==> src/rtl/ddd_chain_emu.sv <==
// Emulates the three-chip 3D3444 delay-chip daisy chain: shifts in the serial
// frame, decodes it on the address latch, and returns serial readback data.
module ddd_chain_emu #(
    parameter int NBITS = 60,
    parameter int SYNC  = 2
) (
    input  logic        clock,
    input  logic        global_reset,
    input  logic        ddd_sclk,
    input  logic        ddd_sdi,
    input  logic        ddd_adr_latch,
    output logic        ddd_sdo,
    output logic [11:0] oe,
    output logic [47:0] delay,
    output logic        latched,
    output logic        frame_err,
    output logic [6:0]  bit_cnt,
    output logic        busy
);

    typedef enum logic [1:0] {
        IDLE  = 2'b00,
        SHIFT = 2'b01,
        LATCH = 2'b10
    } state_t;

    state_t state, state_nxt;

    // sdi needs no edge detector, so it has one stage fewer; the sampled
    // points of all three lines still line up.
    logic [SYNC:0]   sclk_q;
    logic [SYNC:0]   al_q;
    logic [SYNC-1:0] sdi_q;

    logic [NBITS-1:0] sr;
    logic [11:0]      oe_rx;
    logic [47:0]      delay_rx;

    logic sclk_s, sclk_d, al_s, al_d, sdi_s;
    logic sclk_rise, al_rise, accept;

    assign sclk_s    = sclk_q[SYNC-1];
    assign sclk_d    = sclk_q[SYNC];
    assign al_s      = al_q[SYNC-1];
    assign al_d      = al_q[SYNC];
    assign sdi_s     = sdi_q[SYNC-1];
    assign sclk_rise = sclk_s & ~sclk_d;
    assign al_rise   = al_s & ~al_d;

    // A shift coinciding with the latch edge is dropped: the prior latch sample was low.
    assign accept = sclk_rise & al_s & al_d & (state != LATCH);
    assign busy   = (state != IDLE);

    // Three 20-bit groups, chip 2 first; each is oe high-to-low then four MSB-first delays.
    always_comb begin
        oe_rx    = '0;
        delay_rx = '0;
        for (int c = 0; c < 3; c++) begin
            for (int i = 0; i < 4; i++) begin
                oe_rx[4*c+3-i] = sr[NBITS-1-((2-c)*20+i)];
            end
            for (int j = 0; j < 4; j++) begin
                for (int b = 0; b < 4; b++) begin
                    delay_rx[4*(4*c+j)+3-b] = sr[NBITS-1-((2-c)*20+4+4*j+b)];
                end
            end
        end
    end

    always_comb begin
        state_nxt = state;
        case (state)
            IDLE: begin
                if (al_rise)     state_nxt = LATCH;
                else if (accept) state_nxt = SHIFT;
            end
            SHIFT: begin
                if (al_rise) state_nxt = LATCH;
            end
            LATCH:   state_nxt = IDLE;
            default: state_nxt = IDLE;
        endcase
    end

    always_ff @(posedge clock) begin
        if (global_reset) begin
            state     <= IDLE;
            sclk_q    <= '0;
            al_q      <= '1;
            sdi_q     <= '0;
            sr        <= '0;
            ddd_sdo   <= 1'b0;
            oe        <= '0;
            delay     <= '0;
            latched   <= 1'b0;
            frame_err <= 1'b0;
            bit_cnt   <= '0;
        end else begin
            state   <= state_nxt;
            sclk_q  <= {sclk_q[SYNC-1:0], ddd_sclk};
            al_q    <= {al_q[SYNC-1:0], ddd_adr_latch};
            sdi_q   <= {sdi_q[SYNC-2:0], ddd_sdi};
            ddd_sdo <= sr[NBITS-1];
            latched <= 1'b0;
            if (state == LATCH) begin
                bit_cnt <= '0;
                if (bit_cnt == 7'(NBITS)) begin
                    oe        <= oe_rx;
                    delay     <= delay_rx;
                    latched   <= 1'b1;
                    frame_err <= 1'b0;
                end else begin
                    frame_err <= 1'b1;
                end
            end else if (accept) begin
                sr <= {sr[NBITS-2:0], sdi_s};
                if (bit_cnt != 7'd127) bit_cnt <= bit_cnt + 7'd1;
            end
        end
    end

endmodule

==> config.mk <==
export PLATFORM = sky130hd
export DESIGN_NAME = ddd_chain_emu
export DESIGN_NICKNAME = d
export VERILOG_FILES = /design/src/rtl/ddd_chain_emu.sv
export SDC_FILE = /design/constraint.sdc
export NUM_CORES = 1
export LEC_CHECK = 0
export ABC_CLOCK_PERIOD_IN_PS = 1920
export BUFFER_PORTS_ARGS = -buffer_cell sky130_fd_sc_hd__buf_2
export CAP_MARGIN = 20
export CORE_MARGIN = 2
export CORE_UTILIZATION = 53
export CTS_CLUSTER_DIAMETER = 200
export DETAILED_ROUTE_END_ITERATION = 8
export GPL_TIMING_DRIVEN = 0
export PLACE_DENSITY = 0.75
export SLEW_MARGIN = 20
export SYNTH_ARGS = -nofsm -noshare
export SYNTH_HDL_FRONTEND = slang
export SYNTH_SLANG_ARGS = --single-unit
==> constraint.sdc <==
create_clock -name clock -period 1.92 [get_ports clock]
set_clock_uncertainty 0.15 [all_clocks]
set_input_delay 0.384 -clock clock [delete_from_list [all_inputs] [get_ports clock]]
set_output_delay 0.384 -clock clock [all_outputs]
set_load 0.01 [all_outputs]
Yosys cells after proc, flatten, opt, wreduce, memory -nomap -nowiden
Index checks and enable logic that the tools add are counted.
- input port bits: 5
- logic and storage cells: 41
- output and inout port bits: 71
- register bits after elaboration: 140
- equal/unequal tests: 7
- bitwise logic cells: 8
- muxes and demuxes: 6
- add/subtract/negate cells: 1
- reduce and logical (&&, ||, !) cells: 8
- operators by type and width (kind ; count):
    AND reduction 2 bit ; 4
    adder 7 x 1 -> 7 bit, second input constant ; 1
    equality test 7 x 6 -> 1 bit, second input constant ; 1
    inequality test 7 bit, second input constant ; 1
    2-to-1 mux 2 bit ; 3
    AND 1 bit ; 5
    inequality test 2 bit, second input constant ; 2
    case mux 2 bit (2 select lines) ; 1
    OR reduction 2 bit ; 2
    inequality test 3 bit, second input constant ; 1
    NOT 1 bit ; 3
    equality test 2 x 1 -> 1 bit, second input constant ; 1
    equality test 2 bit, second input constant ; 1
    logical NOT 2 bit ; 1
    2-to-1 mux 1 bit ; 2
    nonzero test 2 bit ; 1

Logic depth before layout (Yosys ltp)
Gate-level depths: netlist (run 1).
- depth after elaboration: 8
- gate-level depth with buffers: 8
- mapped depth without buffers: 6

Worst setup path before layout (run 1)
Ideal clock, no wire load.
- path type: reg2reg
- start point: reg bit_cnt[0]
- end point: reg delay[20]
- cell stages (with the launch flop): 9
- required time: 1.638 ns
- buffers on the path: 2
- data arrival time: 1.530 ns
- setup time: 0.132 ns
- slack: 0.108 ns
- clock period less this slack: 1.812 ns
- cells stage by stage: dfxtp_1 > inv_1 > ha_1 > inv_1 > or4_1 > buf_2 > buf_6 > nand2_1 > a21oi_1
- word-level cells in the longest chain between the ends: 2
- ends and longest elaborated chain (what ; line ; text):
    start, declared ; 17 ; output logic [6:0] bit_cnt,
    start signal, assigned ; 117 ; if (bit_cnt != 7'd127) bit_cnt <= bit_cnt + 7'd1;
    equality test 7 x 6 -> 1 bit ; 107 ; if (bit_cnt == 7'(NBITS)) begin
    AND reduction 2 bit (no line) ; -- ;
    end signal, assigned ; 109 ; delay <= delay_rx;
    end, declared ; 14 ; output logic [47:0] delay,
Every way passes these cells.
A chain may end at the register's enable or synchronous reset.

Worst setup path after layout (run 1)
- start point: reg bit_cnt[0]
- end point: reg delay[47]
Same word-level chain as after synthesis.

==> metrics, run 1 <==
pwr/cell area 1010 nW/um^2; CP Launch Type flip-flop; antenna-violating nets left 0; crit-path max cell delay 0.53 ns; drt first pass iters 6; CP Depth 8; nets@finish between 700 and 800; CP startpoint bit_cnt[0]; Slew Limit Fails 0; unrepaired setup endpoints after global routing true; Top Family by Delay on Critical Path simple AND/OR/NAND/NOR gates; GRT Overall Usage 22.9%; number of global-route vias before repair 3984; Die Ht roughly 100 um; clock slew seen by the registers of the worst setup and hold paths 0.06 ns; clock latency at the later pin of the worst-skew pair 0.52 ns; worst reg2reg path startpoint bit_cnt[0]; VDD IR max around 0.00063 V; min cycle time layout around 1.9 ns; ant diodes 0; Via density 5.11; Post-synth EDFFs 0; Area growth syn-to-layout 23.8%; share of layout cells above drive strength 1 approximately 21%; antenna violations before repair 0; Cells after Synth 599; # fillers 790; r2r worst-path depth 8; outcome completed; Core Rows 35; register area share after synthesis 57.4%; critical-path cell list inv_2, ha_1, inv_2, or4_4, buf_8, buf_8, nand2_1, a21oi_1; post-synthesis register bit count 140; syn_nets 606; clk buf depth 2; pin count of the biggest net entering global routing 17; CTS tree done; Synth Cell Area 4880 sq um; initial DRC count 185; worst hold path type flip-flop to flip-flop; Initial Util 53.6%; CTS buffer count 17; final setup vio count 0; global route overflow 0; crit path max fanout 10; endpoint type of the worst setup path flip-flop; Ys Warns 0; pre-CTS setup slack -0.166 ns; Static Leak 2.33 nW; via count between 4000 and 5000; Worst Path Required ~2.1 ns; fin area 6050 sq um; Reg-to-Reg End delay[47]; global-route wire length before repair ~18000 um; Max Cap Viol 0; placed instance area 5390 sq um; placed cells ~780; WP data arrival roughly 2.1 ns; prevailing post-synth register cell dfxtp_1; Relative slew margins 64.1%; clock root buffer clkbuf_8; period utilization 99.6%; core box area roughly 9100 sq um; kind of critical path flip-flop to flip-flop; Die Width 100 um; CP endpoint delay[47]; average size of a mapped cell 8.15 sq um; library cells used by synthesis 33; FFs w/ async S/R, synth 0%; Die ar. roughly 10000 sq um; RePlAce Congestion 0.805; Final WS setup 0.00708 ns; Total Wirelength 11100 um; f_max 523 MHz; FF-to-FF setup slack 0.007 ns; WL per Instance 13.5 um; Hold Vio Cnt, Final 0; slowest CP cell or4_4; Post-Layout Cell Count between 800 and 900; clk sinks 140; Power Total slightly above 6 mW; Port Buf Inserts 74; Max H-tree Level 4; crit path buf inv count 4; worst slew pin tran roughly 0.54 ns; dpl hpwl 7160 um; DRC 0; io pins 76; hold wc startpoint al_q[0]; final core occ 66.4%
[where the power goes]
group	total (mW)	internal (mW)	switching, mW	leakage [nW]
clock network	3.07	1.86	1.21	0.265
registers	2.92	2.92	0.00582	1.13
logic	0.134	0.0345	0.100	0.933
[cells in the final DEF, fill, tap and decap left out, drive strengths merged, types with 2 or more instances in the layout]
cell type,count
bufinv,2
or4,2
nor2b,8
clkinv,6
clkinvlp,4
a21oi,123
nor4,2
buf,88
dlygate4sd3,3
dfxtp,140
or3,2
inv,5
o21ai,2
nand2b,2
nand2,244
nor2,6
nand3,2
ha,2
or2,4
clkbuf,47
[kinds of logic (layout without fill, tap and decap cells)]
family / after synthesis / in the layout / share of synthesized area, %
buffers and inverters: 46 / 155 / 4.66
DFF: 140 / 140 / 57.4
muxes: 1 / 1 / 0.205
AOI/OAI and AO/OA: 130 / 130 / 13.7
adders and majority gates: 2 / 2 / 0.512
xor gates and xnor gates: 1 / 1 / 0.179
and+or+nand+nor: 279 / 279 / 23.3
[worst min-delay path by stage]
stage                     slack, ns  depth (start not counted)       to
after floorplan                0.24                          1  al_q[1]
after global placement         0.24                          1  al_q[1]
after detailed placement       0.26                          1  al_q[1]
after CTS                      0.27                          1  al_q[1]
after global routing           0.29                          1  al_q[1]
final                          0.27                          1  al_q[1]
[state kept, by name, summed over array words and instances, names as in the netlist, 2 cells and up]
name / cells
sr: 60
delay: 48
bit_cnt: 7
sclk_q: 3
al_q: 3
oe: 12
state: 2
sdi_q: 2
[metal layers]
metal | share of wire, % | vias to the layer above | GRT usage [%]
met5 | 0 | - | 0
met4 | 2.7 | 0 | 10.4
met3 | 4.4 | 25 | 5.43
met2 | 48 | 112 | 38.6
met1 | 45 | 1908 | 28.1
li1 | - | 2141 | -
[cell usage after synthesis (2+ instances only)]
library cell / instances / share of area [%]
dfxtp_1: 140 / 57
nand2_1: 244 / 19
ha_1: 2 / 0.51
nor2b_1: 8 / 1.0
clkbuf_1: 27 / 2.1
buf_2: 8 / 0.82
nand3_1: 2 / 0.20
o21ai_0: 2 / 0.20
or2_2: 4 / 0.51
nor2_1: 6 / 0.46
or4_1: 2 / 0.31
or3_1: 2 / 0.26
inv_1: 5 / 0.38
buf_6: 6 / 1.4
a21oi_1: 123 / 13
[what timing repair did]
item                                    4_1_cts  5_1_grt
hold buffers                                  3        0
endpoints found under the setup margin       60      112
pin swaps                                     0        1
setup buffers                                 0        1
endpoints found under the hold margin         3        0
gates resized for setup                       5       34
[through the flow]
step                      hold WS [ns]  setup TNS, ns
after global placement           0.242          -5.52
after floorplan                  0.239              0
final                            0.267              0
after CTS                        0.273              0
after global routing             0.289         -0.615
after detailed placement         0.261          -7.48
[area by class of cell]
| cell class | instances | area (sq um) | share of cell area, % |
|---|---|---|---|
| plain buffers | 41 | 240 | 3.97 |
| well taps | 111 | 139 | 2.30 |
| flip-flops and latches | 140 | 2810 | 46.4 |
| clock buffers | 19 | 432 | 7.14 |
| clock inverters | 12 | 124 | 2.05 |
| inverters | 5 | 18.8 | 0.310 |
| repair buffers | 78 | 408 | 6.74 |
| multi-input cells | 413 | 1880 | 31.1 |
No activity file was read; power rests on OpenSTA's default activity.
==> run 2, diff against run 1 <==
--- a/config.mk
+++ b/config.mk
@@ -5,10 +5,8 @@
 export SDC_FILE = /design/constraint.sdc
 export NUM_CORES = 1
 export LEC_CHECK = 0
-export ABC_CLOCK_PERIOD_IN_PS = 1920
 export BUFFER_PORTS_ARGS = -buffer_cell sky130_fd_sc_hd__buf_2
 export CAP_MARGIN = 20
-export CORE_MARGIN = 2
 export CORE_UTILIZATION = 53
 export CTS_CLUSTER_DIAMETER = 200
 export DETAILED_ROUTE_END_ITERATION = 8
==> run 2 against run 1 <==
Effect of this change: the run now ends with design-rule violations left; sequential cell count unchanged; count of clock-buffer cells in the layout up 3; sequential share of layout area down 0.52 points; clock power up 11%; combinational power about the same; die area down 4.0%; critical path depth unchanged; maximum frequency up 1.6%; wire length down 0.78%; sequential power about the same; global-route usage up 1.2 points; via count up 2.5%; highest routed layer unchanged.
==> metrics, run 2 (synthesis results as in run 1) <==
commonest non-fill, non-tap cell in the layout nand2_1 (unchanged); max FFs per register 60 (unchanged); clock latency at the later pin of the worst-skew pair 0.51 ns (was 0.52 ns); clk buf depth 2 (unchanged); ant diodes 0 (unchanged); number of global-route vias before repair 4040 (was 3984); global route overflow 0 (unchanged); global-route wire length before repair 18300 um (was 18100 um); drt first pass iters 9 (was 6); min cycle time layout 1.88 ns (was 1.91 ns); setup tns final 0 ns (unchanged); Relative slew margins 61.5% (was 64.1%); Die Ht 98 um (was 100 um); nets@finish 703 (unchanged); Die ar. 9600 sq um (was 10000 sq um); Static Leak 2.38 nW (was 2.33 nW); pwr/cell area 1060 nW/um^2 (was 1010 nW/um^2); antenna-violating nets left 0 (unchanged); antenna violations before repair 0 (unchanged); kind of critical path flip-flop to flip-flop (unchanged); hold wc startpoint al_q[0] (unchanged); core box area 8810 sq um (was 9110 sq um); Max Cap Viol 0 (unchanged); share of layout cells above drive strength 1 20.6% (about the same); WL per Instance 13.5 um (about the same); pin count of the biggest net entering global routing 17 (unchanged); initial DRC count 174 (was 185); CTS tree done (unchanged); Top reg by flops sr (unchanged); outcome finished, violations left (was completed); dpl hpwl 7120 um (was 7160 um); Via density 5.25 (was 5.11); RePlAce Congestion 0.758 (was 0.805); # fillers 701 (was 790); final setup vio count 0 (unchanged); WP data arrival 2.11 ns (was 2.14 ns); worst slew pin tran 0.577 ns (was 0.538 ns); Port Buf Inserts 74 (unchanged); Initial Util 55.5% (was 53.6%); Worst Path Required 2.15 ns (was 2.14 ns); via count 4291 (was 4186); DRC 8 (was 0); violated checks design-rule violations; io pins 76 (unchanged); crit path max fanout 10 (unchanged); CP startpoint bit_cnt[0] (unchanged); period utilization 98.1% (was 99.6%); most frequent cells in the layout nand2_1 (244), dfxtp_1 (136), a21oi_1 (123) (was nand2_1 (243), dfxtp_1 (137), a21oi_1 (123)); f_max 531 MHz (was 523 MHz); placed cells 781 (was 784); GRT Overall Usage 24.1% (was 22.9%); unrepaired setup endpoints after global routing true (unchanged); CTS buffer count 17 (unchanged); Die Width 98 um (was 100 um); biggest regs sr: 60 flops, delay: 48 flops, oe: 12 flops (unchanged); Worst Hold Slack 0.263 ns (was 0.267 ns); Post-Layout Cell Count 817 (was 819); worst hold path type flip-flop to flip-flop (unchanged); clk sinks 140 (unchanged); CP Launch Type flip-flop (unchanged); Slew Limit Fails 0 (unchanged); Hold Vio Cnt, Final 0 (unchanged); worst reg2reg path startpoint bit_cnt[0] (unchanged); Area growth syn-to-layout 25.2% (was 23.8%); Core Rows 34 (was 35); clock root buffer clkbuf_8 (unchanged); endpoint type of the worst setup path flip-flop (unchanged); Total Wirelength 11000 um (was 11100 um); clock slew seen by the registers of the worst setup and hold paths 0.06 ns (about the same); VDD IR max 0.000566 V (was 0.000625 V); Max H-tree Level 4 (unchanged)
-- run 2: final timing paths --
check,end,slack [ns],cells past startpoint
max,delay[16],0.04,8
min,al_q[1],0.26,1
max reg2reg,delay[16],0.04,8
min reg2reg,al_q[1],0.26,1
-- run 2: metrics by stage --
stage	instance area, sq um	power (mW)	setup WS, ns	util, %
5_1_grt	6110	6.64	-0.0443	69.4
3_3_place_gp	5390	3.11	-0.118	61.2
6_report	6110	6.48	0.0364	69.4
3_5_place_dp	5390	3.11	-0.118	61.2
2_1_floorplan	4880	3.07	0.108	-
4_1_cts	6070	6.51	0.0132	68.9
-- run 2: area by class of cell --
type                            count  area (sq um)  area share [%]
Buffer                             41           235            3.85
Tap cell                          108           135            2.21
Timing Repair Buffer               78           408            6.67
Clock buffer                       22           473            7.73
Clock inverter                     10           161            2.64
Multi-Input combinational cell    413          1880            30.7
Inverter                            5          18.8           0.307
Sequential cell                   140          2810            45.9
-- run 2: where the power goes --
part | switching (mW) | internal, mW | total [mW] | leakage (nW)
Combinational | 0.0999 | 0.0343 | 0.134 | 0.931
Clock | 1.17 | 2.25 | 3.42 | 0.315
Sequential | 0.00591 | 2.92 | 2.92 | 1.13
Total | 1.28 | 5.20 | 6.48 | 2.38
-- run 2: routing by layer --
metal / vias to the layer above / GRT usage (%) / part of all wire, %
li1: 2140 / - / -
met3: 14 / 5.58 / 5.7
met1: 2016 / 29.1 / 43
met2: 121 / 41.2 / 50
met4: 0 / 10.3 / 1.1
met5: - / 0 / 0
-- run 2: worst max-delay path, stage by stage, from the launching register on --
cell and delay [ns]:
dfxtp_2 0.34, inv_2 0.07, ha_1 0.14, inv_1 0.08, or4_4 0.52, buf_6 0.16, buf_6 0.14, nand2_1 0.08
a21oi_1 0.07
-- run 2: timing repair --
item,4_1_cts,5_1_grt
hold buffers,3,0
setup endpoints to repair,60,116
pin swaps,0,1
resized for setup,4,32
buffers inserted,0,1
endpoints found under the hold margin,3,0
